## src/rtl/smem_pkg.sv

```systemverilog
// smem_pkg: shared definitions for the SMEM backward-extension stages.
//   - one-hot stage status encodings (BUBBLE is all zeros)
//   - pass-through sideband type and width
//   - interval record {k, l, s}
//   - helper that flags an ambiguous (N) base byte
package smem_pkg;

    localparam int STATUS_W = 6;
    localparam int SIDE_W   = 372;

    localparam logic [STATUS_W-1:0] ST_BUBBLE  = 6'b000000;
    localparam logic [STATUS_W-1:0] ST_F_INIT  = 6'b000001;
    localparam logic [STATUS_W-1:0] ST_F_RUN   = 6'b000010;
    localparam logic [STATUS_W-1:0] ST_F_BREAK = 6'b000100;
    localparam logic [STATUS_W-1:0] ST_BCK_INI = 6'b001000;
    localparam logic [STATUS_W-1:0] ST_BCK_RUN = 6'b010000;
    localparam logic [STATUS_W-1:0] ST_BCK_END = 6'b100000;

    typedef logic [SIDE_W-1:0] side_t;

    typedef struct packed {
        logic [63:0] k;
        logic [63:0] l;
        logic [63:0] s;
    } ivl_t;

    // Held bundle: interval record followed by the raw read-buffer byte.
    localparam int HOLD_W = $bits(ivl_t) + 8;

    // Base bytes 0..3 are A/C/G/T; anything larger is an N.
    function automatic logic is_ambig(input logic [7:0] b);
        return (b > 8'd3);
    endfunction

endpackage

```

## src/rtl/smem_stall_hold.sv

```systemverilog
// smem_stall_hold: single-entry capture register with a valid bit.
// Catches RAM read data that returns while the pipeline is stalled so the
// beat waiting in the stage ahead can pick it up once the stall drops.
//   clk, rst     : clock, synchronous active-low reset
//   capture      : load d and set hold_v
//   consume      : clear hold_v (data is being taken downstream this edge)
//   d            : data to capture
//   q            : held data
//   hold_v       : q is valid
module smem_stall_hold #(
    parameter int W = 200
) (
    input  logic         clk,
    input  logic         rst,
    input  logic         capture,
    input  logic         consume,
    input  logic [W-1:0] d,
    output logic [W-1:0] q,
    output logic         hold_v
);

    logic [W-1:0] data_d, data_q;
    logic         hold_v_d, hold_v_q;

    always_comb begin
        data_d   = data_q;
        hold_v_d = hold_v_q;
        if (capture) begin
            data_d   = d;
            hold_v_d = 1'b1;
        end else if (consume) begin
            hold_v_d = 1'b0;
        end
    end

    always_ff @(posedge clk) begin
        if (!rst) begin
            data_q   <= '0;
            hold_v_q <= 1'b0;
        end else begin
            data_q   <= data_d;
            hold_v_q <= hold_v_d;
        end
    end

    assign q      = data_q;
    assign hold_v = hold_v_q;

endmodule

```

## src/rtl/smem_bck_stage3.sv

```systemverilog
// smem_bck_stage3: backward-extension fetch stage.
// Issues interval-RAM and read-buffer reads for every BCK_RUN beat, aligns
// the 1-cycle-latency results with the control bundle through two register
// stages (A: issue, B: outputs) and hands the merged beat downstream.
// All stage registers hold under stall; RAM data returning during a stall
// is parked in smem_stall_hold.
//   inputs : clk, rst (sync, active-low), stall, control bundle *_q, side_q,
//            ivl_rd_data (192b {k,l,s}), rdb_rd_data (base byte)
//   outputs: ivl/rdb read strobes and addresses, aligned control bundle,
//            ik_k/ik_l/ik_s, base, ambig, reads_done
module smem_bck_stage3
    import smem_pkg::*;
#(
    parameter int READ_NUM_WIDTH = 8,
    parameter int SIDE_W         = smem_pkg::SIDE_W
) (
    input  logic                        clk,
    input  logic                        rst,
    input  logic                        stall,
    input  logic [5:0]                  status_q,
    input  logic [READ_NUM_WIDTH-1:0]   read_num_q,
    input  logic [6:0]                  current_rd_addr_q,
    input  logic [6:0]                  backward_i_q,
    input  logic [6:0]                  backward_j_q,
    input  logic                        finish_sign_q,
    input  logic                        iteration_boundary_q,
    input  logic [SIDE_W-1:0]           side_q,
    output logic                        ivl_rd_en,
    output logic [READ_NUM_WIDTH+6:0]   ivl_rd_addr,
    input  logic [191:0]                ivl_rd_data,
    output logic                        rdb_rd_en,
    output logic [READ_NUM_WIDTH+6:0]   rdb_rd_addr,
    input  logic [7:0]                  rdb_rd_data,
    output logic [5:0]                  status,
    output logic [READ_NUM_WIDTH-1:0]   read_num,
    output logic [6:0]                  backward_i,
    output logic [6:0]                  backward_j,
    output logic                        finish_sign,
    output logic                        iteration_boundary,
    output logic [SIDE_W-1:0]           side,
    output logic [63:0]                 ik_k,
    output logic [63:0]                 ik_l,
    output logic [63:0]                 ik_s,
    output logic [1:0]                  base,
    output logic                        ambig,
    output logic [7:0]                  reads_done
);

    logic in_run, in_ini, rd_go;

    assign in_run = (status_q == ST_BCK_RUN);
    assign in_ini = (status_q == ST_BCK_INI);
    // rst gates the strobe so nothing is read while reset is held.
    assign rd_go  = in_run & ~stall & rst;

    assign ivl_rd_en   = rd_go;
    assign rdb_rd_en   = rd_go;
    assign ivl_rd_addr = {read_num_q, current_rd_addr_q};
    assign rdb_rd_addr = {read_num_q, backward_i_q};

    // ---------------- stage A ----------------
    logic [5:0]                a_status_d, a_status_q;
    logic [READ_NUM_WIDTH-1:0] a_read_num_d, a_read_num_q;
    logic [6:0]                a_bi_d, a_bi_q;
    logic [6:0]                a_bj_d, a_bj_q;
    logic                      a_fin_d, a_fin_q;
    logic                      a_ib_d, a_ib_q;
    logic [SIDE_W-1:0]         a_side_d, a_side_q;
    logic                      a_run_d, a_run_q;
    logic                      rd_pend_d, rd_pend_q;

    always_comb begin
        a_status_d   = a_status_q;
        a_read_num_d = a_read_num_q;
        a_bi_d       = a_bi_q;
        a_bj_d       = a_bj_q;
        a_fin_d      = a_fin_q;
        a_ib_d       = a_ib_q;
        a_side_d     = a_side_q;
        a_run_d      = a_run_q;
        if (!stall) begin
            a_status_d   = ST_BUBBLE;
            a_read_num_d = '0;
            a_bi_d       = '0;
            a_bj_d       = '0;
            a_fin_d      = 1'b0;
            a_ib_d       = 1'b0;
            a_side_d     = '0;
            a_run_d      = 1'b0;
            if (in_run || in_ini) begin
                a_status_d   = status_q;
                a_read_num_d = read_num_q;
                a_bi_d       = backward_i_q;
                a_bj_d       = backward_j_q;
                // An INI beat never completes a read.
                a_fin_d      = in_run & finish_sign_q;
                a_ib_d       = iteration_boundary_q;
                a_side_d     = side_q;
                a_run_d      = in_run;
            end
        end
    end

    // Marks the cycle in which RAM data for the beat in stage A is on the bus.
    assign rd_pend_d = rd_go;

    always_ff @(posedge clk) begin
        if (!rst) begin
            a_status_q   <= ST_BUBBLE;
            a_read_num_q <= '0;
            a_bi_q       <= '0;
            a_bj_q       <= '0;
            a_fin_q      <= 1'b0;
            a_ib_q       <= 1'b0;
            a_side_q     <= '0;
            a_run_q      <= 1'b0;
            rd_pend_q    <= 1'b0;
        end else begin
            a_status_q   <= a_status_d;
            a_read_num_q <= a_read_num_d;
            a_bi_q       <= a_bi_d;
            a_bj_q       <= a_bj_d;
            a_fin_q      <= a_fin_d;
            a_ib_q       <= a_ib_d;
            a_side_q     <= a_side_d;
            a_run_q      <= a_run_d;
            rd_pend_q    <= rd_pend_d;
        end
    end

    // ---------------- hold register ----------------
    logic [HOLD_W-1:0] live_bundle, held_bundle, fetch_bundle;
    logic              hold_v;
    ivl_t              fetch_ivl;
    logic [7:0]        fetch_byte;

    assign live_bundle = {ivl_rd_data, rdb_rd_data};

    // Reads are never issued under stall, so at most one capture happens
    // before the next unstalled edge consumes it.
    smem_stall_hold #(.W(HOLD_W)) u_hold (
        .clk     (clk),
        .rst     (rst),
        .capture (stall & rd_pend_q),
        .consume (~stall),
        .d       (live_bundle),
        .q       (held_bundle),
        .hold_v  (hold_v)
    );

    assign fetch_bundle = hold_v ? held_bundle : live_bundle;
    assign fetch_ivl    = fetch_bundle[HOLD_W-1:8];
    assign fetch_byte   = fetch_bundle[7:0];

    // ---------------- stage B ----------------
    logic [5:0]                b_status_d, b_status_q;
    logic [READ_NUM_WIDTH-1:0] b_read_num_d, b_read_num_q;
    logic [6:0]                b_bi_d, b_bi_q;
    logic [6:0]                b_bj_d, b_bj_q;
    logic                      b_fin_d, b_fin_q;
    logic                      b_ib_d, b_ib_q;
    logic [SIDE_W-1:0]         b_side_d, b_side_q;
    logic [63:0]               b_k_d, b_k_q;
    logic [63:0]               b_l_d, b_l_q;
    logic [63:0]               b_s_d, b_s_q;
    logic [1:0]                b_base_d, b_base_q;
    logic                      b_ambig_d, b_ambig_q;
    logic [7:0]                reads_done_d, reads_done_q;

    always_comb begin
        b_status_d   = b_status_q;
        b_read_num_d = b_read_num_q;
        b_bi_d       = b_bi_q;
        b_bj_d       = b_bj_q;
        b_fin_d      = b_fin_q;
        b_ib_d       = b_ib_q;
        b_side_d     = b_side_q;
        b_k_d        = b_k_q;
        b_l_d        = b_l_q;
        b_s_d        = b_s_q;
        b_base_d     = b_base_q;
        b_ambig_d    = b_ambig_q;
        reads_done_d = reads_done_q;
        if (!stall) begin
            b_status_d   = a_status_q;
            b_read_num_d = a_read_num_q;
            b_bi_d       = a_bi_q;
            b_bj_d       = a_bj_q;
            b_fin_d      = a_fin_q;
            b_ib_d       = a_ib_q;
            b_side_d     = a_side_q;
            b_k_d        = '0;
            b_l_d        = '0;
            b_s_d        = '0;
            b_base_d     = '0;
            b_ambig_d    = 1'b0;
            if (a_run_q) begin
                b_k_d     = fetch_ivl.k;
                b_l_d     = fetch_ivl.l;
                b_s_d     = fetch_ivl.s;
                b_base_d  = fetch_byte[1:0];
                b_ambig_d = is_ambig(fetch_byte);
            end
            if (a_fin_q) begin
                reads_done_d = reads_done_q + 8'd1;
            end
        end
    end

    always_ff @(posedge clk) begin
        if (!rst) begin
            b_status_q   <= ST_BUBBLE;
            b_read_num_q <= '0;
            b_bi_q       <= '0;
            b_bj_q       <= '0;
            b_fin_q      <= 1'b0;
            b_ib_q       <= 1'b0;
            b_side_q     <= '0;
            b_k_q        <= '0;
            b_l_q        <= '0;
            b_s_q        <= '0;
            b_base_q     <= '0;
            b_ambig_q    <= 1'b0;
            reads_done_q <= '0;
        end else begin
            b_status_q   <= b_status_d;
            b_read_num_q <= b_read_num_d;
            b_bi_q       <= b_bi_d;
            b_bj_q       <= b_bj_d;
            b_fin_q      <= b_fin_d;
            b_ib_q       <= b_ib_d;
            b_side_q     <= b_side_d;
            b_k_q        <= b_k_d;
            b_l_q        <= b_l_d;
            b_s_q        <= b_s_d;
            b_base_q     <= b_base_d;
            b_ambig_q    <= b_ambig_d;
            reads_done_q <= reads_done_d;
        end
    end

    assign status             = b_status_q;
    assign read_num           = b_read_num_q;
    assign backward_i         = b_bi_q;
    assign backward_j         = b_bj_q;
    assign finish_sign        = b_fin_q;
    assign iteration_boundary = b_ib_q;
    assign side               = b_side_q;
    assign ik_k               = b_k_q;
    assign ik_l               = b_l_q;
    assign ik_s               = b_s_q;
    assign base               = b_base_q;
    assign ambig              = b_ambig_q;
    assign reads_done         = reads_done_q;

endmodule

```

## config.mk

```make
export PLATFORM = sky130hd
export DESIGN_NAME = smem_bck_stage3
export DESIGN_NICKNAME = d
export VERILOG_FILES = /design/src/rtl/smem_pkg.sv /design/src/rtl/smem_stall_hold.sv /design/src/rtl/smem_bck_stage3.sv
export SDC_FILE = /design/constraint.sdc
export NUM_CORES = 2
export LEC_CHECK = 0
export CAP_MARGIN = 20
export CORE_AREA = 2 2 482 484
export DETAILED_ROUTE_END_ITERATION = 10
export DIE_AREA = 0 0 484 486
export PLACE_DENSITY = 0.37
export SYNTH_ARGS = -nofsm -noshare
export SYNTH_HDL_FRONTEND = slang
export SYNTH_SLANG_ARGS = --single-unit
```

## constraint.sdc

```tcl
create_clock -name clk -period 3 [get_ports clk]
set_input_delay 0.9 -clock clk [delete_from_list [all_inputs] [get_ports clk]]
set_output_delay 0.9 -clock clk [all_outputs]
set_load 0.005 [all_outputs]
```

==> run summary <==
Ports = 1249
post-route setup slack = 0.0455 ns
commonest cells after routing, fill and taps aside = clkdlybuf4s50_1, dfxtp_1, nand2_1
Synth Area per Inst = 9.21 µm²
first-pass GRT wire length = 284000 µm
largest net degree at the start of global routing = 155
Longest Clk Path Bufs = 3
CP Launch Point = read_num_q[6]
setup slack, reg-to-reg = 1.17 ns
Worst Setup EP = ivl_rd_addr[13]
min Tclk post-route = 2.95 ns
root buf cell = clkbuf_16
area of the multi-input gates = 0.0191 mm²
Fmax = 0.338 GHz
Routed wire per std cell = 22.1 µm
#FFs+latches synth = 1210
Clock transition at path regs = 0.05 ns
CP peak stage delay = 0.60 ns
post-route ant nets = 0
Place WS = -0.703 ns
PwrDens = 563 mW/mm²
worst hold margin = 0.450 ns
fin crit share = 98.5%
crit end category = output port
Vias/cell = 4.26
Arrival @ worst endpoint = 2.05 ns
initial antenna violation count = 90
GR Overflow Total = 0
commonest non-fill, non-tap cell in the layout = clkdlybuf4s50_1
most used cell, CP = clkdlybuf4s50_1
share of layout cells above drive strength 1 = 6.50%
area delta synth->final = 46.3%
post-synthesis sequential area ratio = 53.4%
CP max stage cell = clkdlybuf4s50_1
Core Area = 0.229 mm²
DR vias = 39000
outcome = finished clean
row count = 176
CTS Sinks = 1210
Initial Util = 19.8%
critical path, cell by cell = clkdlybuf4s50_1, clkdlybuf4s50_1
pins over their slew limit = 0
Syn Std Cell Area = 0.0453 mm²
Buf+Inv Stages, Crit Path = 2
Die Width = 484 µm
Final Skew = 0.0381 ns
vias in the first global route = 37800
Mapped Cells = 4920
Setup TNS = 0 ns
full die area = 0.235 mm²
DRC violations left = 0
worst r2r dst = ik_l[31]
Hold Crit Class = register to register
max cap viols = 0
critical path's top delay family = buffers and inverters
GRT Total Usage = 16.4%
Syn Nets = 5533
TritonRoute pass-1 iters = 7
Skew-Pair Late Insertion Delay = 0.79 ns
Leak = 22.9 nW
# fillers = 24200
Final Hold Fails = 0
VDD IR max = 0.435 mV
die height = 486 µm
final WL = 202000 µm
Netlist cell types = 33
CP Depth = 2
H-tree Lvls = 4
Critical R2R Launch = u_hold.hold_v
Crit Path Class = input port to output port
total CTS buffers = 155
Worst Max-Slew Pin Slew = 0.926 ns
RD Place Congestion = 0.789
Layout Nets = 6597
initial DRC count = 2027
R2R depth = 4
storage element area = 0.0242 mm²
Critical Path Start Type = input port
RSZ-0062 raised after global routing = no
number of port buffers = 1234
Total Power Consumption = 0.0373 W
Slew HR = 38.3%
DP Wirelength = 145000 µm
endpoints failing setup = 0
worst-path fanout max = 3
CP Data Required Time = 2.10 ns
CTS tree = yes
synth warn = 0
cell usage after synthesis:
| library cell | number | area, µm² |
|---|---|---|
| nand3_1 | 1 | 5.00 |
| or3_1 | 1 | 6.26 |
| a31oi_1 | 1 | 6.26 |
| o21a_1 | 1 | 7.51 |
| nor4_2 | 1 | 12.5 |
| nand2_1 | 1000 | 3750 |
| nor3_1 | 4 | 20.0 |
| dfxtp_1 | 1210 | 24200 |
| o31ai_1 | 2 | 15.0 |
| nor3b_1 | 1 | 7.51 |
| xor2_2 | 1 | 16.3 |
| buf_2 | 166 | 831 |
| and2_1 | 2 | 12.5 |
| clkbuf_1 | 251 | 942 |
| nor4_1 | 2 | 12.5 |
| a21oi_1 | 603 | 3020 |
| nand4_1 | 2 | 12.5 |
| buf_4 | 33 | 248 |
| inv_2 | 1 | 3.75 |
| buf_1 | 23 | 86.3 |
| nor2_1 | 406 | 1520 |
| nand3b_1 | 3 | 22.5 |
| xnor2_1 | 2 | 17.5 |
| ha_1 | 1 | 12.5 |
| a22o_1 | 1 | 8.76 |
| o21ai_0 | 195 | 976 |
| or4_1 | 2 | 15.0 |
| and3_1 | 4 | 25.0 |
| nand2b_1 | 2 | 12.5 |
| nand4b_1 | 397 | 3480 |
| inv_1 | 1 | 3.75 |
| nor2b_1 | 2 | 12.5 |
| mux2i_1 | 598 | 5990 |
flip-flops by register name, summed over array words and instances, names as in the netlist, 2 cells and up:
register,cells
a_side_q,372
side,372
u_hold.q,200
ik_k,64
ik_l,64
ik_s,64
a_read_num_q,8
read_num,8
reads_done,8
a_bi_q,7
a_bj_q,7
backward_i,7
backward_j,7
a_status_q,6
status,6
base,2
cell type report:
class | instances | share of cell area, %
Sequential cell | 1210 | 36.5
Timing Repair Buffer | 1380 | 21.1
Clock buffer | 246 | 7.17
Multi-Input combinational cell | 3235 | 28.7
Antenna cell | 23 | 0.0868
Clock inverter | 32 | 0.579
Inverter | 2 | 0.0226
Tap cell | 3026 | 5.71
worst min-delay path, cell delays in order, from the launching register on:
cell     delay, ns
dfxtp_1       0.32
nand2_1       0.05
o21ai_0       0.05
worst min-delay path by stage:
stage                        startpoint       endpoint  slack, ns  cells past startpoint
after floorplan           a_side_q[345]  a_side_q[345]       0.43                      2
after global placement         ik_k[55]       ik_k[55]       0.44                      2
after detailed placement       ik_l[40]       ik_l[40]       0.44                      2
after CTS                 u_hold.q[192]  u_hold.q[192]       0.45                      2
after global routing       u_hold.q[23]   u_hold.q[23]       0.47                      2
final                          ik_s[50]       ik_s[50]       0.45                      2
metal layers:
| layer | global-route usage [%] | wire [µm] | vias to the layer above |
|---|---|---|---|
| li1 | - | - | 19000 |
| met1 | 18.4 | 79700 | 18400 |
| met2 | 27.5 | 95400 | 1196 |
| met3 | 8.04 | 21200 | 356 |
| met4 | 4.76 | 5280 | 80 |
| met5 | 0 | 509 | - |
stage by stage:
| step | util (%) | area, µm² | std cells |
|---|---|---|---|
| 6_report | 28.9 | 66300 | 9154 |
| 5_1_grt | 28.9 | 66300 | 9142 |
| 4_1_cts | 28.9 | 66200 | 9130 |
| 3_5_place_dp | 26.6 | 61100 | 8849 |
| 3_3_place_gp | 26.6 | 61100 | 8849 |
| 2_1_floorplan | - | 45300 | 4920 |
logic make-up after synthesis:
| logic type | Yosys count | synth area share, % |
|---|---|---|
| adders and majority gates | 1 | 0.0276 |
| xor gates and xnor gates | 3 | 0.0745 |
| AOI/OAI and AO/OA | 803 | 8.89 |
| muxes | 598 | 13.2 |
| buffers and inverters | 475 | 4.66 |
| and+or+nand+nor | 1830 | 19.7 |
| DFF | 1210 | 53.4 |
report_power, final:
group	total, W	leakage, nW	internal [W]	switching, W
registers	0.0161	9.75	0.0161	0.0000276
clock network	0.0188	2.53	0.0111	0.00765
logic	0.00239	10.6	0.00118	0.00121
timing repair:
| item | CTS | global route |
|---|---|---|
| pin swaps | 3 | 3 |
| resized for setup | 28 | 3 |
| setup endpoints to repair | 10 | 2 |
| buffers inserted | 3 | 1 |
| hold buffers | 0 | 0 |
No activity file was read; power rests on OpenSTA's default activity.
